**src/rtl/id_ex_stage_pkg.sv**
```systemverilog
// Shared types for the combined decode/execute pipeline slice.
// Opcode and condition encodings, field positions and the ID/EX bundle.
package id_ex_stage_pkg;

    localparam int XLEN        = 32;
    localparam int OP_LSB      = 27;
    localparam int D_LSB       = 22;
    localparam int S_LSB       = 17;
    localparam int T_LSB       = 12;
    localparam int COND_LSB    = 24;
    localparam int IMM_W       = 17;
    localparam int SPR_ADR_LSB = 19;
    localparam int SPR_ACT_LSB = 15;
    localparam int SPR_IMM_BIT = 14;
    localparam int SPR_LIT_W   = 10;

    typedef enum logic [4:0] {
        OP_ADD  = 5'b00000,
        OP_ADDI = 5'b00001,
        OP_SUB  = 5'b00010,
        OP_SUBI = 5'b00011,
        OP_AND  = 5'b00100,
        OP_OR   = 5'b00101,
        OP_XOR  = 5'b00110,
        OP_B    = 5'b00111,
        OP_SLL  = 5'b01000,
        OP_SRL  = 5'b01001,
        OP_SRA  = 5'b01010,
        OP_SPR  = 5'b11000,
        OP_NOP  = 5'b11110,
        OP_HLT  = 5'b11111
    } opcode_e;

    typedef enum logic [2:0] {
        CC_EQ, CC_NE, CC_LT, CC_GE,
        CC_CS, CC_OV, CC_NV, CC_AL
    } cond_e;

    typedef struct packed {
        opcode_e         op;
        logic [4:0]      dst;
        cond_e           cond;
        logic [XLEN-1:0] a;
        logic [XLEN-1:0] b;
        logic [XLEN-1:0] pc;
        logic [XLEN-1:0] imm;
        logic [7:0]      spr_addr;
        logic [3:0]      spr_act;
        logic [XLEN-1:0] spr_data;
    } id_ex_t;

    // Unassigned encodings (including 11110) all collapse to NOP.
    function automatic opcode_e decode_op(input logic [4:0] raw);
        opcode_e op;
        if (raw <= 5'd10 || raw == 5'd24 || raw == 5'd31)
            op = opcode_e'(raw);
        else
            op = OP_NOP;
        return op;
    endfunction

    function automatic logic is_alu(input opcode_e op);
        return op inside {OP_ADD, OP_ADDI, OP_SUB, OP_SUBI,
                          OP_AND, OP_OR, OP_XOR,
                          OP_SLL, OP_SRL, OP_SRA};
    endfunction

endpackage

```
**src/rtl/id_ex_stage_if.sv**
```systemverilog
// Bus between the ID/EX slice and its neighbours (fetch, regfile,
// MEM/WB, PC logic, sprite unit).
interface id_ex_stage_if #(
    parameter int DW = 32,
    parameter int RW = 5
);
    logic [DW-1:0] instr;
    logic [DW-1:0] pc_in;
    logic [DW-1:0] regS_data;
    logic [DW-1:0] regT_data;
    logic [RW-1:0] regS_addr;
    logic [RW-1:0] regT_addr;
    logic          reS;
    logic          reT;
    logic          branch_instr;
    logic [DW-1:0] alu_result;
    logic [RW-1:0] dst_reg;
    logic          wb_en;
    logic [DW-1:0] rec_PC;
    logic          br_taken;
    logic [7:0]    sprite_addr;
    logic [3:0]    sprite_action;
    logic [DW-1:0] sprite_data;
    logic          sprite_we;
    logic          hlt;
    logic          flag_ov;
    logic          flag_sign;
    logic          flag_zero;
    logic          flag_carry;

    modport master (
        output instr, pc_in, regS_data, regT_data,
        input  regS_addr, regT_addr, reS, reT, branch_instr,
        input  alu_result, dst_reg, wb_en, rec_PC, br_taken,
        input  sprite_addr, sprite_action, sprite_data, sprite_we,
        input  hlt, flag_ov, flag_sign, flag_zero, flag_carry
    );

    modport slave (
        input  instr, pc_in, regS_data, regT_data,
        output regS_addr, regT_addr, reS, reT, branch_instr,
        output alu_result, dst_reg, wb_en, rec_PC, br_taken,
        output sprite_addr, sprite_action, sprite_data, sprite_we,
        output hlt, flag_ov, flag_sign, flag_zero, flag_carry
    );
endinterface

```
**src/rtl/id_ex_alu.sv**
```systemverilog
// Combinational execute ALU with flag generation.
// upd_all_o marks arithmetic ops, upd_zs_o marks logic/shift ops.
module id_ex_alu
    import id_ex_stage_pkg::*;
#(
    parameter int DW = 32
) (
    input  opcode_e       op_i,
    input  logic [DW-1:0] a_i,
    input  logic [DW-1:0] b_i,
    output logic [DW-1:0] res_o,
    output logic          upd_all_o,
    output logic          upd_zs_o,
    output logic          ov_o,
    output logic          sign_o,
    output logic          zero_o,
    output logic          carry_o
);
    logic [DW:0] sum;

    always_comb begin
        sum       = '0;
        res_o     = '0;
        upd_all_o = 1'b0;
        upd_zs_o  = 1'b0;
        ov_o      = 1'b0;
        carry_o   = 1'b0;
        unique case (op_i)
            OP_ADD, OP_ADDI: begin
                sum       = {1'b0, a_i} + {1'b0, b_i};
                res_o     = sum[DW-1:0];
                carry_o   = sum[DW];
                ov_o      = (a_i[DW-1] == b_i[DW-1]) &&
                            (res_o[DW-1] != a_i[DW-1]);
                upd_all_o = 1'b1;
            end
            OP_SUB, OP_SUBI: begin
                // Borrow out of the extended subtract means a < b.
                sum       = {1'b0, a_i} - {1'b0, b_i};
                res_o     = sum[DW-1:0];
                carry_o   = ~sum[DW];
                ov_o      = (a_i[DW-1] != b_i[DW-1]) &&
                            (res_o[DW-1] != a_i[DW-1]);
                upd_all_o = 1'b1;
            end
            OP_AND: begin res_o = a_i & b_i; upd_zs_o = 1'b1; end
            OP_OR:  begin res_o = a_i | b_i; upd_zs_o = 1'b1; end
            OP_XOR: begin res_o = a_i ^ b_i; upd_zs_o = 1'b1; end
            OP_SLL: begin res_o = a_i << b_i[4:0]; upd_zs_o = 1'b1; end
            OP_SRL: begin res_o = a_i >> b_i[4:0]; upd_zs_o = 1'b1; end
            OP_SRA: begin
                res_o    = $signed(a_i) >>> b_i[4:0];
                upd_zs_o = 1'b1;
            end
            default: ;
        endcase
        sign_o = res_o[DW-1];
        zero_o = (res_o == '0);
    end
endmodule

```
**src/rtl/id_ex_stage.sv**
```systemverilog
// Decode (combinational regfile addressing) plus ID/EX register and
// execute: ALU, flags, branch resolution and sprite command.
module id_ex_stage
    import id_ex_stage_pkg::*;
#(
    parameter int DW = 32,
    parameter int RW = 5
) (
    input  logic         clk,
    input  logic         rst_n,
    id_ex_stage_if.slave bus
);
    opcode_e       op_id;
    logic          use_imm;
    logic          imm_form;
    logic [DW-1:0] imm_id;
    id_ex_t        idex_d, idex_q;

    logic [DW-1:0] alu_res;
    logic          upd_all, upd_zs;
    logic          alu_ov, alu_sign, alu_zero, alu_carry;
    logic          ov_d, sign_d, zero_d, carry_d;
    logic          ov_q, sign_q, zero_q, carry_q;
    logic          cond_ok, taken;

    assign op_id    = decode_op(bus.instr[OP_LSB +: 5]);
    assign use_imm  = bus.instr[SPR_IMM_BIT];
    assign imm_form = op_id inside {OP_ADDI, OP_SUBI};
    assign imm_id   = {{(DW-IMM_W){bus.instr[IMM_W-1]}},
                       bus.instr[IMM_W-1:0]};

    always_comb begin
        bus.regS_addr = '0;
        bus.regT_addr = '0;
        bus.reS       = 1'b0;
        bus.reT       = 1'b0;
        if (is_alu(op_id)) begin
            bus.regS_addr = bus.instr[S_LSB +: RW];
            bus.reS       = 1'b1;
            if (!imm_form) begin
                bus.regT_addr = bus.instr[T_LSB +: RW];
                bus.reT       = 1'b1;
            end
        end else if (op_id == OP_SPR && !use_imm) begin
            bus.regS_addr = bus.instr[RW-1:0];
            bus.reS       = 1'b1;
        end
    end

    assign bus.branch_instr = (op_id == OP_B);

    always_comb begin
        idex_d      = '0;
        idex_d.op   = op_id;
        idex_d.dst  = bus.instr[D_LSB +: RW];
        idex_d.cond = cond_e'(bus.instr[COND_LSB +: 3]);
        idex_d.a    = bus.regS_data;
        idex_d.b    = imm_form ? imm_id : bus.regT_data;
        idex_d.pc   = bus.pc_in;
        idex_d.imm  = imm_id;
        if (op_id == OP_SPR) begin
            idex_d.spr_addr = bus.instr[SPR_ADR_LSB +: 8];
            idex_d.spr_act  = bus.instr[SPR_ACT_LSB +: 4];
            idex_d.spr_data = use_imm ?
                {{(DW-SPR_LIT_W){1'b0}}, bus.instr[SPR_LIT_W-1:0]} :
                bus.regS_data;
        end
    end

    always_ff @(posedge clk) begin
        if (!rst_n) begin
            idex_q    <= '0;
            idex_q.op <= OP_NOP;
        end else begin
            idex_q <= idex_d;
        end
    end

    id_ex_alu #(.DW(DW)) u_alu (
        .op_i      (idex_q.op),
        .a_i       (idex_q.a),
        .b_i       (idex_q.b),
        .res_o     (alu_res),
        .upd_all_o (upd_all),
        .upd_zs_o  (upd_zs),
        .ov_o      (alu_ov),
        .sign_o    (alu_sign),
        .zero_o    (alu_zero),
        .carry_o   (alu_carry)
    );

    always_comb begin
        ov_d    = ov_q;
        sign_d  = sign_q;
        zero_d  = zero_q;
        carry_d = carry_q;
        if (upd_all || upd_zs) begin
            sign_d = alu_sign;
            zero_d = alu_zero;
        end
        if (upd_all) begin
            ov_d    = alu_ov;
            carry_d = alu_carry;
        end
    end

    always_ff @(posedge clk) begin
        if (!rst_n) begin
            ov_q    <= 1'b0;
            sign_q  <= 1'b0;
            zero_q  <= 1'b0;
            carry_q <= 1'b0;
        end else begin
            ov_q    <= ov_d;
            sign_q  <= sign_d;
            zero_q  <= zero_d;
            carry_q <= carry_d;
        end
    end

    always_comb begin
        cond_ok = 1'b0;
        unique case (idex_q.cond)
            CC_EQ: cond_ok = zero_q;
            CC_NE: cond_ok = ~zero_q;
            CC_LT: cond_ok = sign_q ^ ov_q;
            CC_GE: cond_ok = ~(sign_q ^ ov_q);
            CC_CS: cond_ok = carry_q;
            CC_OV: cond_ok = ov_q;
            CC_NV: cond_ok = 1'b0;
            CC_AL: cond_ok = 1'b1;
        endcase
    end

    assign taken = (idex_q.op == OP_B) && cond_ok;

    assign bus.alu_result    = alu_res;
    assign bus.dst_reg       = idex_q.dst;
    assign bus.wb_en         = is_alu(idex_q.op);
    assign bus.br_taken      = taken;
    assign bus.rec_PC        = idex_q.pc + {{(DW-1){1'b0}}, 1'b1} +
                               (taken ? idex_q.imm : '0);
    assign bus.sprite_addr   = idex_q.spr_addr;
    assign bus.sprite_action = idex_q.spr_act;
    assign bus.sprite_data   = idex_q.spr_data;
    assign bus.sprite_we     = (idex_q.op == OP_SPR);
    assign bus.hlt           = (idex_q.op == OP_HLT);
    assign bus.flag_ov       = ov_q;
    assign bus.flag_sign     = sign_q;
    assign bus.flag_zero     = zero_q;
    assign bus.flag_carry    = carry_q;
endmodule

```
**src/flat_wrapper.sv**
```systemverilog
// flat-port wrapper written by rule: the top's interface ports become plain ports
module id_ex_stage_flat import id_ex_stage_pkg::*;
#(
    parameter int DW = 32,
    parameter int RW = 5
)
  (clk, rst_n, bus_instr, bus_pc_in, bus_regS_data, bus_regT_data, bus_regS_addr, bus_regT_addr, bus_reS, bus_reT, bus_branch_instr, bus_alu_result, bus_dst_reg, bus_wb_en, bus_rec_PC, bus_br_taken, bus_sprite_addr, bus_sprite_action, bus_sprite_data, bus_sprite_we, bus_hlt, bus_flag_ov, bus_flag_sign, bus_flag_zero, bus_flag_carry);
  id_ex_stage_if #(.DW(DW), .RW(RW)) bus_i ();
  input  logic clk;
  input  logic rst_n;
  input wire logic [$bits(bus_i.instr)-1:0] bus_instr;
  input wire logic [$bits(bus_i.pc_in)-1:0] bus_pc_in;
  input wire logic [$bits(bus_i.regS_data)-1:0] bus_regS_data;
  input wire logic [$bits(bus_i.regT_data)-1:0] bus_regT_data;
  output wire logic [$bits(bus_i.regS_addr)-1:0] bus_regS_addr;
  output wire logic [$bits(bus_i.regT_addr)-1:0] bus_regT_addr;
  output wire logic [$bits(bus_i.reS)-1:0] bus_reS;
  output wire logic [$bits(bus_i.reT)-1:0] bus_reT;
  output wire logic [$bits(bus_i.branch_instr)-1:0] bus_branch_instr;
  output wire logic [$bits(bus_i.alu_result)-1:0] bus_alu_result;
  output wire logic [$bits(bus_i.dst_reg)-1:0] bus_dst_reg;
  output wire logic [$bits(bus_i.wb_en)-1:0] bus_wb_en;
  output wire logic [$bits(bus_i.rec_PC)-1:0] bus_rec_PC;
  output wire logic [$bits(bus_i.br_taken)-1:0] bus_br_taken;
  output wire logic [$bits(bus_i.sprite_addr)-1:0] bus_sprite_addr;
  output wire logic [$bits(bus_i.sprite_action)-1:0] bus_sprite_action;
  output wire logic [$bits(bus_i.sprite_data)-1:0] bus_sprite_data;
  output wire logic [$bits(bus_i.sprite_we)-1:0] bus_sprite_we;
  output wire logic [$bits(bus_i.hlt)-1:0] bus_hlt;
  output wire logic [$bits(bus_i.flag_ov)-1:0] bus_flag_ov;
  output wire logic [$bits(bus_i.flag_sign)-1:0] bus_flag_sign;
  output wire logic [$bits(bus_i.flag_zero)-1:0] bus_flag_zero;
  output wire logic [$bits(bus_i.flag_carry)-1:0] bus_flag_carry;
  assign bus_i.instr = bus_instr;
  assign bus_i.pc_in = bus_pc_in;
  assign bus_i.regS_data = bus_regS_data;
  assign bus_i.regT_data = bus_regT_data;
  assign bus_regS_addr = bus_i.regS_addr;
  assign bus_regT_addr = bus_i.regT_addr;
  assign bus_reS = bus_i.reS;
  assign bus_reT = bus_i.reT;
  assign bus_branch_instr = bus_i.branch_instr;
  assign bus_alu_result = bus_i.alu_result;
  assign bus_dst_reg = bus_i.dst_reg;
  assign bus_wb_en = bus_i.wb_en;
  assign bus_rec_PC = bus_i.rec_PC;
  assign bus_br_taken = bus_i.br_taken;
  assign bus_sprite_addr = bus_i.sprite_addr;
  assign bus_sprite_action = bus_i.sprite_action;
  assign bus_sprite_data = bus_i.sprite_data;
  assign bus_sprite_we = bus_i.sprite_we;
  assign bus_hlt = bus_i.hlt;
  assign bus_flag_ov = bus_i.flag_ov;
  assign bus_flag_sign = bus_i.flag_sign;
  assign bus_flag_zero = bus_i.flag_zero;
  assign bus_flag_carry = bus_i.flag_carry;
  id_ex_stage #(.DW(DW), .RW(RW)) u_core (.clk(clk), .rst_n(rst_n), .bus(bus_i));
endmodule
```
**config.mk**
```make
export PLATFORM = sky130hd
export DESIGN_NAME = id_ex_stage_flat
export DESIGN_NICKNAME = d
export VERILOG_FILES = /design/src/rtl/id_ex_stage_pkg.sv /design/src/rtl/id_ex_stage_if.sv /design/src/rtl/id_ex_alu.sv /design/src/rtl/id_ex_stage.sv /design/src/flat_wrapper.sv
export SDC_FILE = /design/constraint.sdc
export NUM_CORES = 1
export LEC_CHECK = 0
export ABC_AREA = 1
export BUFFER_PORTS_ARGS = -buffer_cell sky130_fd_sc_hd__buf_2
export CORE_MARGIN = 1
export CORE_UTILIZATION = 40
export CTS_CLUSTER_DIAMETER = 40
export CTS_CLUSTER_SIZE = 20
export DETAILED_ROUTE_END_ITERATION = 8
export PLACE_DENSITY = 0.6
export SYNTH_ARGS = -nofsm -noshare
export SYNTH_HDL_FRONTEND = slang
export SYNTH_SLANG_ARGS = --single-unit
export TNS_END_PERCENT = 30
```
**constraint.sdc**
```tcl
create_clock -name clk -period 5.25 [get_ports clk]
set_input_delay 0.2625 -clock clk [delete_from_list [all_inputs] [get_ports clk]]
set_output_delay 0.2625 -clock clk [all_outputs]
set_load 0.01 [all_outputs]
```
==> results.json <==
{
  "drtIter0Drc": 2254,
  "ctsRootBufferMaster": "clkbuf_16",
  "initial_core_util_pct": 40.8,
  "whs_path_depth": 3,
  "first_global_vias": 19600,
  "fin_ws_ns": 0.468,
  "synth_area_per_cell_um2": 5.60,
  "gp_congestion": 1.06,
  "min-delay-start": "bus_regS_data[21]",
  "syn_nets": 3421,
  "final_hold_viol_count": 0,
  "cts_sinks": 171,
  "wl_per_cell_um": 20.5,
  "irDropWorstVdd_uv": 368,
  "ant_nets": 0,
  "num_rows": 76,
  "core_area_um2": 43300,
  "drc_errors": 0,
  "grt_usage_pct": 35.4,
  "dpl.cell_count": 3857,
  "min_to": "u_core.idex_q[161]",
  "ys_warn_count": 0,
  "numCtsBuffers": 17,
  "max_slew.worst_pin.slew_ns": 0.985,
  "htree_num_levels": 4,
  "synth_cells": 3151,
  "start_kind": "flip-flop",
  "ios": 264,
  "dr.pass1.iters": 6,
  "p_per_area_nw_per_um2": 195,
  "n_fill_cell": 4740,
  "max_freq_ghz": 0.209,
  "grt_pass1_wl_mm": 118,
  "multi_input_area_um2": 11400,
  "total_power_w": 0.00387,
  "worstSkewPairLatency_ns": 0.45,
  "yosysSeqAreaShare_pct": 19.4,
  "synth-main-ff-cell": "dfxtp_1",
  "leakagePower_nw": 11.7,
  "dieArea_um2": 45000,
  "grt_max_degree": 93,
  "worst_r2r_startpoint": "u_core.idex_q[144]",
  "critPathArrivalTime_ns": 4.52,
  "fin_crit_ns": 4.78,
  "syn-cell-area_um2": 17600,
  "min_path_type": "input pin to flip-flop",
  "grt_overflow_total": 0,
  "clkTransAtPathRegs_ns": 0.07,
  "rr_worst_depth": 21,
  "die_w_um": 212,
  "cp_max_fo": 11,
  "outcome": "complete, no violations",
  "yosysUniqueCellTypes": 46,
  "finalNonFillerCells": 3920,
  "largest_reg_flops": 121,
  "antenna_found_initial": 7,
  "synth_seq_cells": 171,
  "required_ns": 4.99,
  "die_y_um": 212,
  "wl_mm": 80.4,
  "skew_ns": 0.0120,
  "setup_violations": 0,
  "r2r-end": "u_core.bus.flag_zero",
  "maxSlewHeadroom_pct": 34.2,
  "async_flop_share_pct": 0,
  "grt_setup_unrepaired": "no",
  "yosysTopAreaCell": "nand2_1",
  "top_register": "u_core.idex_q",
  "period_share_pct": 91.1,
  "reg2reg_slack_ns": 1.15,
  "tns_ns": 0,
  "hpwl_mm": 65.6,
  "end_kind": "primary output",
  "maxCapViolCount": 0,
  "cts_tree": "done",
  "cts_max_path_buffers": 2,
  "synth_edf_count": 0,
  "ys_top_cells_by_area": "nand2_1 21%, dfxtp_1 19%, nand3_1 12%",
  "worstSetupPathType": "flip-flop to primary output",
  "area_growth_pct": 12.4,
  "regArea_um2": 3430,
  "num_vias": 21100,
  "synth_top_area_share_pct": 21.0,
  "nNetsFinal": 3590,
  "maxSlewViolCount": 0,
  "drive_above_1_share_pct": 10.5,
  "place_worst_setup_slack_ns": 0.776,
  "vias_per_cell": 5.38,
  "io_buffers": 263
}
-- report_power, final --
group          switching [W]  internal [W]  leakage (nW)  total [W]
combinational       0.000832      0.000362          9.95    0.00119
sequential         0.0000760       0.00135          1.41    0.00143
clock               0.000609      0.000642         0.292    0.00125
total                0.00152       0.00235          11.7    0.00387
-- critical path, cell delays in order, from the launching register on --
cell and delay [ns]:
dfxtp_1 0.38, nand2_1 0.13, nor2_2 0.39, nand4_1 0.50, inv_1 0.20, nand2_1 0.07, ha_1 0.17, inv_1 0.09
nand3_1 0.07, nand2_1 0.11, a21oi_1 0.11, o21ai_1 0.27, a21oi_1 0.17, o21ai_2 0.22, a21boi_0 0.18, o21ai_0 0.53
nand2_1 0.10, nand2_1 0.10, xor2_1 0.15, buf_2 0.15
-- cell type report --
cell class | instances | area share (%)
multi-input combinational | 2310 | 57.5
inverter | 506 | 9.58
antenna | 2 | 0.0252
clock buffer | 17 | 2.14
sequential | 171 | 17.3
timing repair buffer | 314 | 8.94
tap | 585 | 3.69
clock inverter | 15 | 0.826
-- Yosys cell counts (4+ instances only) --
| cell type | count |
|---|---|
| o21bai_1 | 6 |
| nand2_1 | 986 |
| a21oi_1 | 173 |
| clkbuf_1 | 41 |
| nor4_1 | 5 |
| nand3_1 | 417 |
| xor2_1 | 24 |
| nand3b_1 | 9 |
| buf_4 | 57 |
| buf_2 | 55 |
| ha_1 | 137 |
| inv_1 | 492 |
| o31ai_1 | 5 |
| nor3_1 | 15 |
| nor2_1 | 316 |
| nor2_2 | 7 |
| nand4_1 | 29 |
| o21ai_0 | 68 |
| buf_1 | 7 |
| inv_2 | 11 |
| o22ai_1 | 21 |
| and2_1 | 4 |
| a31oi_1 | 22 |
| xnor2_1 | 11 |
| o211ai_1 | 11 |
| o21ai_1 | 15 |
| dfxtp_1 | 171 |
-- routing by layer --
| layer | vias to the layer above | part of all wire, % | GRT usage [%] | wire length (um) |
|---|---|---|---|---|
| met4 | 10 | 4.8 | 17.1 | 3880 |
| met2 | 1074 | 42 | 54.2 | 34000 |
| li1 | 10200 | - | - | - |
| met3 | 133 | 10 | 6.48 | 8430 |
| met5 | - | 0.071 | 0 | 57 |
| met1 | 9645 | 42 | 47.6 | 34000 |
-- metrics by stage --
step / utilization (%) / hold slack, ns / area [um^2]
after floorplan: - / 0.356 / 17600
after global placement: 43.8 / 0.444 / 18900
after detailed placement: 43.8 / 0.449 / 18900
after CTS: 45.8 / 0.00203 / 19800
after global routing: 45.8 / 0.0241 / 19800
final: 45.8 / 0.0233 / 19800
-- cell families after synthesis --
group	share of synthesized area, %
and+or+nand+nor	42.4
buffers and inverters	16.0
AOI/OAI and AO/OA	10.4
DFF	19.4
adders and majority gates	10.1
xor gates and xnor gates	1.74
-- what timing repair did --
action / CTS / global route
hold buffers: 29 / 0
setup buffers: 0 / 0
endpoints found under the hold margin: 29 / 0
setup endpoints to repair: 0 / 4
resized for setup: 0 / 1
-- layout by cell type, fill, tap and decap left out, types with 7 or more instances in the layout --
cell             n
nand2_1        986
inv_1          492
nand3_1        417
nor2_1         313
buf_2          262
a21oi_1        173
dfxtp_1        168
ha_1           137
o21ai_0         68
nand4_1         29
dlygate4sd3_1   29
xor2_1          24
buf_4           23
a31oi_1         22
o22ai_1         21
clkbuf_16       17
nor3_1          15
o21ai_1         15
inv_2           11
o211ai_1        11
xnor2_1         11
nor2_2          10
nand3b_1         9
inv_8            7
-- worst max path at each step --
stage                                  start  cells past startpoint  slack [ns]             end
after CTS                 u_core.idex_q[182]                     21        0.28  bus_rec_PC[26]
after global routing      u_core.idex_q[182]                     17        0.02  bus_rec_PC[25]
after floorplan           u_core.bus.flag_ov                     23        1.71  bus_rec_PC[26]
after global placement    u_core.idex_q[182]                     21        0.93  bus_rec_PC[26]
final                     u_core.idex_q[182]                     19        0.47  bus_rec_PC[25]
after detailed placement  u_core.idex_q[182]                     21        0.78  bus_rec_PC[26]
Power figures use the tool's default switching activity.
